File: config.mk
export PLATFORM = sky130hd
export DESIGN_NAME = ramp_checker_14bit
export DESIGN_NICKNAME = d
export VERILOG_FILES = /design/src/rtl/ramp_chk_pkg.sv /design/src/rtl/ramp_checker_14bit_sat_counter.sv /design/src/rtl/ramp_checker_14bit.sv
export SDC_FILE = /design/constraint.sdc
export NUM_CORES = 1
export LEC_CHECK = 0
export BUFFER_PORTS_ARGS = -buffer_cell sky130_fd_sc_hd__buf_2
export CAP_MARGIN = 25
export CORE_UTILIZATION = 31
export DETAILED_ROUTE_END_ITERATION = 10
export PLACE_DENSITY_LB_ADDON = 0.25
export REMOVE_ABC_BUFFERS = 1
export SETUP_SLACK_MARGIN = 0.5
export SKIP_CTS_REPAIR_TIMING = 1
export SYNTH_ARGS = -nofsm -noshare
export SYNTH_HDL_FRONTEND = slang
export SYNTH_SLANG_ARGS = --single-unit
export TNS_END_PERCENT = 10
File: constraint.sdc
create_clock -name aclk -period 2.7 [get_ports aclk]
set_input_delay 0.135 -clock aclk [delete_from_list [all_inputs] [get_ports aclk]]
set_output_delay 0.135 -clock aclk [all_outputs]
set_load 0.005 [all_outputs]
File: src/rtl/ramp_chk_pkg.sv
// Shared types and ramp arithmetic for the 14-bit ramp checker.
package ramp_chk_pkg;

    typedef enum logic [0:0] {ACQUIRE, LOCKED} chk_state_t;

    localparam int RAMP_BITS = 12;

    typedef logic [RAMP_BITS-1:0] ramp_t;

    localparam ramp_t WRAP_MAX = '1;

    function automatic ramp_t next_ramp(input ramp_t last);
        return last + ramp_t'(1);
    endfunction

endpackage

File: src/rtl/ramp_checker_14bit_sat_counter.sv
// Saturating event counter with synchronous clear; clear beats a same-cycle increment.
module sat_counter #(
    parameter int W = 16
) (
    input  logic         aclk,
    input  logic         resetn,
    input  logic         clear,
    input  logic         inc,
    output logic [W-1:0] count
);

    always_ff @(posedge aclk or negedge resetn) begin
        if (!resetn) begin
            count <= '0;
        end else if (clear) begin
            count <= '0;
        end else if (inc && (count != '1)) begin
            count <= count + W'(1);
        end
    end

endmodule

File: src/rtl/ramp_checker_14bit.sv
// AXI-Stream sink checking a wrapping ramp beat by beat, with programmable
// TREADY back-pressure, lock tracking and saturating status counters.
module ramp_checker_14bit
    import ramp_chk_pkg::*;
#(
    parameter int DATA_W       = 14,
    parameter int WRAP_BIT     = RAMP_BITS,
    parameter int CNT_W        = 32,
    parameter int READY_PERIOD = 1,
    parameter int READY_HIGH   = 1,
    parameter int LOSS_THRESH  = 4
) (
    input  logic              aclk,
    input  logic              resetn,
    input  logic              extenable,
    input  logic              clear,
    input  logic              S00_AXIS_TVALID,
    input  logic [DATA_W-1:0] S00_AXIS_TDATA,
    output logic              S00_AXIS_TREADY,
    output logic              locked,
    output logic              error_pulse,
    output logic              error_sticky,
    output logic [CNT_W-1:0]  beat_count,
    output logic [15:0]       err_count,
    output logic [15:0]       wrap_count
);

    localparam int PCNT_W = (READY_PERIOD > 1) ? $clog2(READY_PERIOD) : 1;
    localparam int RUN_W  = $clog2(LOSS_THRESH + 1);

    localparam logic [PCNT_W-1:0]   PCNT_LAST = PCNT_W'(READY_PERIOD - 1);
    localparam logic [PCNT_W:0]     HIGH_V    = (PCNT_W + 1)'(READY_HIGH);
    localparam logic [RUN_W-1:0]    THRESH_V  = RUN_W'(LOSS_THRESH);
    localparam logic [WRAP_BIT-1:0] PRE_MAX   = WRAP_BIT'(WRAP_MAX) - WRAP_BIT'(1);

    chk_state_t          state;
    logic [PCNT_W-1:0]   pcnt;
    logic [WRAP_BIT-1:0] last;
    logic [RUN_W-1:0]    run;

    logic [WRAP_BIT-1:0]        data_low;
    logic [DATA_W-WRAP_BIT-1:0] data_high;
    logic [WRAP_BIT-1:0]        exp_val;
    logic [RUN_W-1:0]           run_inc;
    logic accept, upper_zero, legal, locked_accept, bad, wrap_hit;

    // The generator may drop MAX while stalled, so MAX-1 followed by 0 is also a legal step.
    always_comb begin
        data_low      = S00_AXIS_TDATA[WRAP_BIT-1:0];
        data_high     = S00_AXIS_TDATA[DATA_W-1:WRAP_BIT];
        accept        = S00_AXIS_TVALID & S00_AXIS_TREADY & extenable;
        upper_zero    = (data_high == '0);
        exp_val       = WRAP_BIT'(next_ramp(RAMP_BITS'(last)));
        legal         = upper_zero && ((data_low == exp_val) ||
                        ((last == PRE_MAX) && (data_low == '0)));
        locked_accept = accept && (state == LOCKED);
        bad           = locked_accept && !legal;
        wrap_hit      = locked_accept && legal && (data_low == '0);
        run_inc       = run + RUN_W'(1);
    end

    always_ff @(posedge aclk or negedge resetn) begin
        if (!resetn) begin
            state           <= ACQUIRE;
            pcnt            <= '0;
            S00_AXIS_TREADY <= 1'b0;
            last            <= '0;
            run             <= '0;
            locked          <= 1'b0;
            error_pulse     <= 1'b0;
            error_sticky    <= 1'b0;
        end else begin
            S00_AXIS_TREADY <= extenable & ({1'b0, pcnt} < HIGH_V);
            if (!extenable || (pcnt == PCNT_LAST)) begin
                pcnt <= '0;
            end else begin
                pcnt <= pcnt + PCNT_W'(1);
            end
            error_pulse <= bad;

            if (!extenable) begin
                state  <= ACQUIRE;
                locked <= 1'b0;
                run    <= '0;
            end else if (accept) begin
                case (state)
                    ACQUIRE: begin
                        if (upper_zero) begin
                            last   <= data_low;
                            state  <= LOCKED;
                            locked <= 1'b1;
                            run    <= '0;
                        end
                    end
                    LOCKED: begin
                        last <= data_low;
                        if (legal) begin
                            run <= '0;
                        end else if (run_inc >= THRESH_V) begin
                            state  <= ACQUIRE;
                            locked <= 1'b0;
                            run    <= '0;
                        end else begin
                            run <= run_inc;
                        end
                    end
                    default: begin
                        state  <= ACQUIRE;
                        locked <= 1'b0;
                    end
                endcase
            end

            if (bad) begin
                error_sticky <= 1'b1;
            end
            if (clear) begin
                error_sticky <= 1'b0;
                run          <= '0;
            end
        end
    end

    sat_counter #(.W(CNT_W)) u_beat_cnt (
        .aclk   (aclk),
        .resetn (resetn),
        .clear  (clear),
        .inc    (accept),
        .count  (beat_count)
    );

    sat_counter #(.W(16)) u_err_cnt (
        .aclk   (aclk),
        .resetn (resetn),
        .clear  (clear),
        .inc    (bad),
        .count  (err_count)
    );

    sat_counter #(.W(16)) u_wrap_cnt (
        .aclk   (aclk),
        .resetn (resetn),
        .clear  (clear),
        .inc    (wrap_hit),
        .count  (wrap_count)
    );

endmodule
* Word level (Yosys, flattened, before mapping)
Cells that the tools add are included.
Widths: inputs -> output; s select.
** Word-level totals
- Bits in registers :: 85
- Bits in latches :: 0
- Bits in writable memories :: 0
- ROM bits :: 0
- Output and inout bits :: 68
- Logic and storage cells :: 88
- Memories :: 0
** Cells by class
- Add/sub/neg operators :: 6
- Multiply operators :: 0
- Divide/modulo/power cells :: 0
- Order comparisons :: 2
- Equal/unequal tests :: 12
- Shifts and indexed selects :: 0
- Mux-type cells :: 30
- Bitwise operators :: 5
- Reductions and logical operators :: 22
** Operators by type and width (number)
- $mux 16 :: 4
- $mux 32 :: 2
- $add 16x1->16 const B :: 2
- $add 32x1->32 const B :: 1
- $ne 16x16->1 const B :: 2
- $ne 32x32->1 const B :: 1
- $pmux 12 s2 :: 1
- $mux 3 :: 6
- $mux 1 :: 13
- $add 12x1->12 const B :: 1
- $eq 12x12->1 :: 1
- $eq 12x12->1 const B :: 1
- $logic_not 12->1 :: 1
- $mux 12 :: 1
- $logic_and 1x1->1 :: 9
- $reduce_bool 2->1 :: 4
- $ne 3x3->1 const B :: 2
- $pmux 3 s2 :: 1
- $ne 4x4->1 const B :: 1
- $pmux 1 s2 :: 2
- $reduce_and 4->1 :: 1
- $add 3x1->3 const B :: 1
- $and 1x1->1 :: 3
- $ge 3x3->1 const B :: 1
- 12 further kinds :: 15

* Longest topological paths before layout
- Depth after elaboration :: 9
- Mapped depth :: 10

* Modules after synthesis
Synthesis repeated with hierarchy kept, for this count alone.
** Second synthesis, totals
- Cells, all modules :: 523
- Area, all modules :: 5038.6 sq um
** Modules (own cells, without submodules)
- sat_counter at u_err_cnt ... :: times used 2, cells an instance 98, area each 942.2 sq um
- sat_counter at u_beat_cnt :: times used 1, cells an instance 198, area each 1854.3 sq um
- ramp_checker_14bit :: times used 1, cells an instance 129, area each 1300.0 sq um

* Worst setup path before layout
OpenSTA, ideal clock, no wires.
- Path kind :: register to register
- Start point :: register last[0]
- End point :: register u_wrap_cnt.count[5]
- Arrival time :: 2.485 ns
- Path slack :: 0.090 ns
- Stages on the path, launching flop included :: 10
- Buffers on the path :: 1
- Clock period less this slack :: 2.610 ns
- Cell sequence :: dfrtp_1 ha_1 nand3_2 or3_4 a2111oi_4 nand4_2 o21a_1 buf_6 nor3_1 mux2_2
** Between the ends
- Longest elaborated chain between the ends :: 8
- Elaborated cells between the ends (all ways) :: 10
** RTL lines
- from (decl) :: RTL line ramp_checker_14bit.sv:38 : logic [WRAP_BIT-1:0] last;
- from (signal assigned) :: RTL line ramp_checker_14bit.sv:89 : last <= data_low;
- from (signal assigned) :: RTL line ramp_checker_14bit.sv:96 : last <= data_low;
- $add 12x1->12 or $eq 12x12->1 (tied branches) :: RTL line ramp_chk_pkg.sv:13, ramp_checker_14bit.sv:55
- $eq 12x12->1 or $logic_and 1x1->1 (tied branches) :: RTL line ramp_checker_14bit.sv:54, ramp_checker_14bit.sv:55
- $logic_or 1x1->1 (*) :: RTL line ramp_checker_14bit.sv:54 : legal = upper_zero && ((data_low == exp_val) ||
- $logic_and 1x1->1 (*) :: RTL line ramp_checker_14bit.sv:54
- $logic_and 1x1->1 (*) (2 in series) :: RTL line ramp_checker_14bit.sv:58 : wrap_hit = locked_accept && legal && (data_low == '0);
- $logic_and 1x1->1 (*) :: RTL line ramp_checker_14bit_sat_counter.sv:17 : end else if (inc && (count != '1)) begin
- $reduce_bool 2->1 (no source line) (*)
- to (signal assigned) :: RTL line ramp_checker_14bit_sat_counter.sv:18 : count <= count + W'(1);
- to (decl) :: RTL line ramp_checker_14bit_sat_counter.sv:9 : output logic [W-1:0] count
Every way passes the cells marked *; elsewhere a longest branch is shown, timed or not.
A chain may end at the register's enable or synchronous reset.

* Final worst setup path
- Start point :: register last[0]
- End point :: register u_err_cnt.count[10]
** Between the ends
- Longest elaborated chain between the ends :: 8
- Elaborated cells between the ends (all ways) :: 10
** RTL lines
- $add 12x1->12 or $eq 12x12->1 (tied branches) :: RTL line ramp_chk_pkg.sv:13, ramp_checker_14bit.sv:55
- $eq 12x12->1 or $logic_and 1x1->1 (tied branches) :: RTL line ramp_checker_14bit.sv:54, ramp_checker_14bit.sv:55
- $logic_or 1x1->1 (*) :: RTL line ramp_checker_14bit.sv:54
- $logic_and 1x1->1 (*) :: RTL line ramp_checker_14bit.sv:54
- $logic_not 1->1 (*) :: RTL line ramp_checker_14bit.sv:57 : bad = locked_accept && !legal;
- $logic_and 1x1->1 (*) :: RTL line ramp_checker_14bit.sv:57
- $logic_and 1x1->1 (*) :: RTL line ramp_checker_14bit_sat_counter.sv:17
- $reduce_bool 2->1 (no source line) (*)
- to (signal assigned) :: RTL line ramp_checker_14bit_sat_counter.sv:18
- to (decl) :: RTL line ramp_checker_14bit_sat_counter.sv:9
Marks and branches as above.

==> out/results.ini <==
[run_status]
status = completed

[run]
max_cap_viol_count = 0

[die]
row_count = 45
chipHeight_um = 126.2
die_w_um = 126.2
start_util_pct = 31.59
die-area_um2 = 15940
io-pin-count = 87
core_area_um2 = 15150

[yosys]
synth_top_family_by_area = simple AND/OR/NAND/NOR gates
seq_area_frac_synth_pct = 44.46
synth_xor_area_share_pct = 6.773
ys_ff_latch = 85
avgSynthCellArea_um2 = 9.418
netlist_area_um2 = 4785
synth_edf_count = 0
yosys.area.top_type = dfrtp_1
ys.flop_type = dfrtp_1
synthSimpleGateAreaFrac_pct = 26.20
synth_area_leaders = dfrtp_1 (44%), xnor2_1 (4.8%), a21oi_1 (3.8%)
synthMuxAreaShare_pct = 3.269
async_flop_share_pct = 100.0
synth-adder-area-share_pct = 1.569
yosys_warnings = 0
yosysUniqueCellTypes = 58
syn_inst = 508
synth_top_cell_area_share_pct = 44.46
synth_compound_area_share_pct = 14.23

[clock_network]
cts_buffer_depth = 2
clkSinkCount = 85
clockRootBuffer = clkbuf_16
clkTransAtPathRegs_ns = 0.06
clk-insertion-delay-late_ns = 0.35
h-tree-depth = 3
cts_buffers = 9
cts_tree = yes

[pwr]
powerDensity_nw_per_um2 = 487.9
power_w = 0.002994
p_leak_nw = 2.669
peakVddDrop_uv = 350.0

[detailed_routing]
drt_iter0_drc = 245
drc = 0
drtPass1Iterations = 4
ant_nets = 0
routed_wl_mm = 12.78
wl_per_cell_um = 15.84
num_vias = 4419
vias_per_cell = 5.476

[hold_path]
hp-class = input pin to register

[sta]
fmax_ghz = 0.3851
finalMaxSlewViolations = 0
worstMarginPinSlew_ns = 0.5970
grt_setup_unrepaired = yes
period_share_pct = 96.18
period_needed_ns = 2.597
maxSlewHeadroom_pct = 60.02
skew_ns = 0.009256
worst_slack_ns = 0.1032
setup_viol = 0
hold_viol_final = 0

[grt]
gr-total-overflow = 0
grt_pass1_wl_mm = 20.33
antenna_found_initial = 0
grt_max_degree = 86
grtUsageTotal_pct = 16.06
grt_pass1_vias = 4107

[cells_and_area]
nets = 641
multi_input_area_um2 = 2619
postLayoutCoreUtil_pct = 40.51
antennaDiodeCount = 0
final_cell_area_um2 = 6136
layout_commonest_cell = buf_2
final_cell_mix = buf_2 (85), dfrtp_1 (82), nor2_1 (43)
regArea_um2 = 2131
nFillCells = 1536
syn_to_final_growth_pct = 28.24
drive_gt1_share_pct = 29.56

[critical_path]
critPathCaptureType = register
cp_max_fo = 8
start_kind = register
cp.arrival_ns = 2.86
critical_path_class = register to register
cp.required_ns = 2.97

[placed_design]
dpl-instance-area_um2 = 5548
place_hpwl_mm = 8.447
dp_slack_ns = -0.02749
portBuffers = 86
gp_congestion = 0.8248

sequential cells by signal (all words and copies together) (netlist names), 3 cells and up:
name              count
u_beat_cnt.count     32
u_wrap_cnt.count     16
run                   3
last                 12
u_err_cnt.count      16
synth_stat cells (3+ instances only):
cell,n
nand2_1,33
nor4_1,10
nor3b_1,3
o21ai_0,26
buf_1,3
xnor2_1,26
nor2b_1,4
o31ai_1,13
a31o_2,4
ha_1,6
or4_1,15
nand4_1,17
nor2_1,43
and2_1,6
dfrtp_1,85
and4_1,12
inv_1,11
buf_2,4
o211ai_1,3
clkbuf_1,13
nand3_1,26
and3_1,10
o41ai_1,3
a31oi_1,4
or3_1,22
nor3_1,10
a21oi_1,36
mux2_2,13
xor2_1,11
cell families (layout without fill, tap and decap cells):
family,after synthesis,in the layout
AOI/OAI and AO/OA,105,106
xor gates and xnor gates,37,37
adders and majority gates,6,6
buffers and inverters,36,146
DFF,85,85
muxes,14,14
other,1,1
and+or+nand+nor,224,224
per-layer routing:
| layer | global-route usage (%) | routed length [um] | vias to the layer above | share of wire [%] |
|---|---|---|---|---|
| met5 | 0 | 0 | - | 0 |
| met4 | 4.961 | 165 | 0 | 1.3 |
| met3 | 4.418 | 683 | 13 | 5.3 |
| met2 | 26.55 | 6250 | 122 | 49 |
| met1 | 20.35 | 5679 | 2172 | 44 |
| li1 | - | - | 2112 | - |
power by group:
group	switching, W	internal, W	leakage (nW)
registers	0.0000590	0.00132	1.17
logic	0.000179	0.000161	1.36
clock network	0.000494	0.000783	0.148
final timing paths:
check                                     from                               to  slack (ns)  depth (start not counted)
min in group asynchronous               resetn              last[5]$_DFFE_PN0P_        0.35                          3
max in group asynchronous               resetn              last[8]$_DFFE_PN0P_        1.92                          3
min reg2reg                     pcnt$_DFF_PN0_        S00_AXIS_TREADY$_DFF_PN0_        0.40                          1
max reg2reg                last[0]$_DFFE_PN0P_  u_err_cnt.count[10]$_DFFE_PN0P_        0.10                         11
min                         S00_AXIS_TDATA[10]             last[10]$_DFFE_PN0P_        0.07                          2
max                        last[0]$_DFFE_PN0P_  u_err_cnt.count[10]$_DFFE_PN0P_        0.10                         11
stage by stage:
stage          setup TNS [ns]  hold slack [ns]  std cells
2_1_floorplan         -0.1810          -0.1606        483
6_report                    0          0.06905        807
4_1_cts               -0.1163          -0.1473        795
3_5_place_dp         -0.06205           0.2192        781
5_1_grt             -0.008131          0.07471        807
3_3_place_gp                0           0.2181        781
final cells by class:
| cell class | count | area share [%] |
|---|---|---|
| clock inverter | 1 | 0.4894 |
| clock buffer | 13 | 4.405 |
| sequential | 85 | 34.73 |
| timing repair buffer | 121 | 13.19 |
| multi-input combinational | 388 | 42.68 |
| tap | 188 | 3.834 |
| inverter | 11 | 0.6729 |
critical path: stages, from the launching register on:
cell and delay, ns:
dfrtp_1 0.40, buf_6 0.13, and4_4 0.28, a31o_2 0.16, a21boi_0 0.12, buf_4 0.17
o21ai_4 0.16, o211ai_4 0.13, buf_12 0.15, clkbuf_16 0.15, or4_1 0.51, a21oi_1 0.16
No activity file was read; power rests on OpenSTA's default activity.
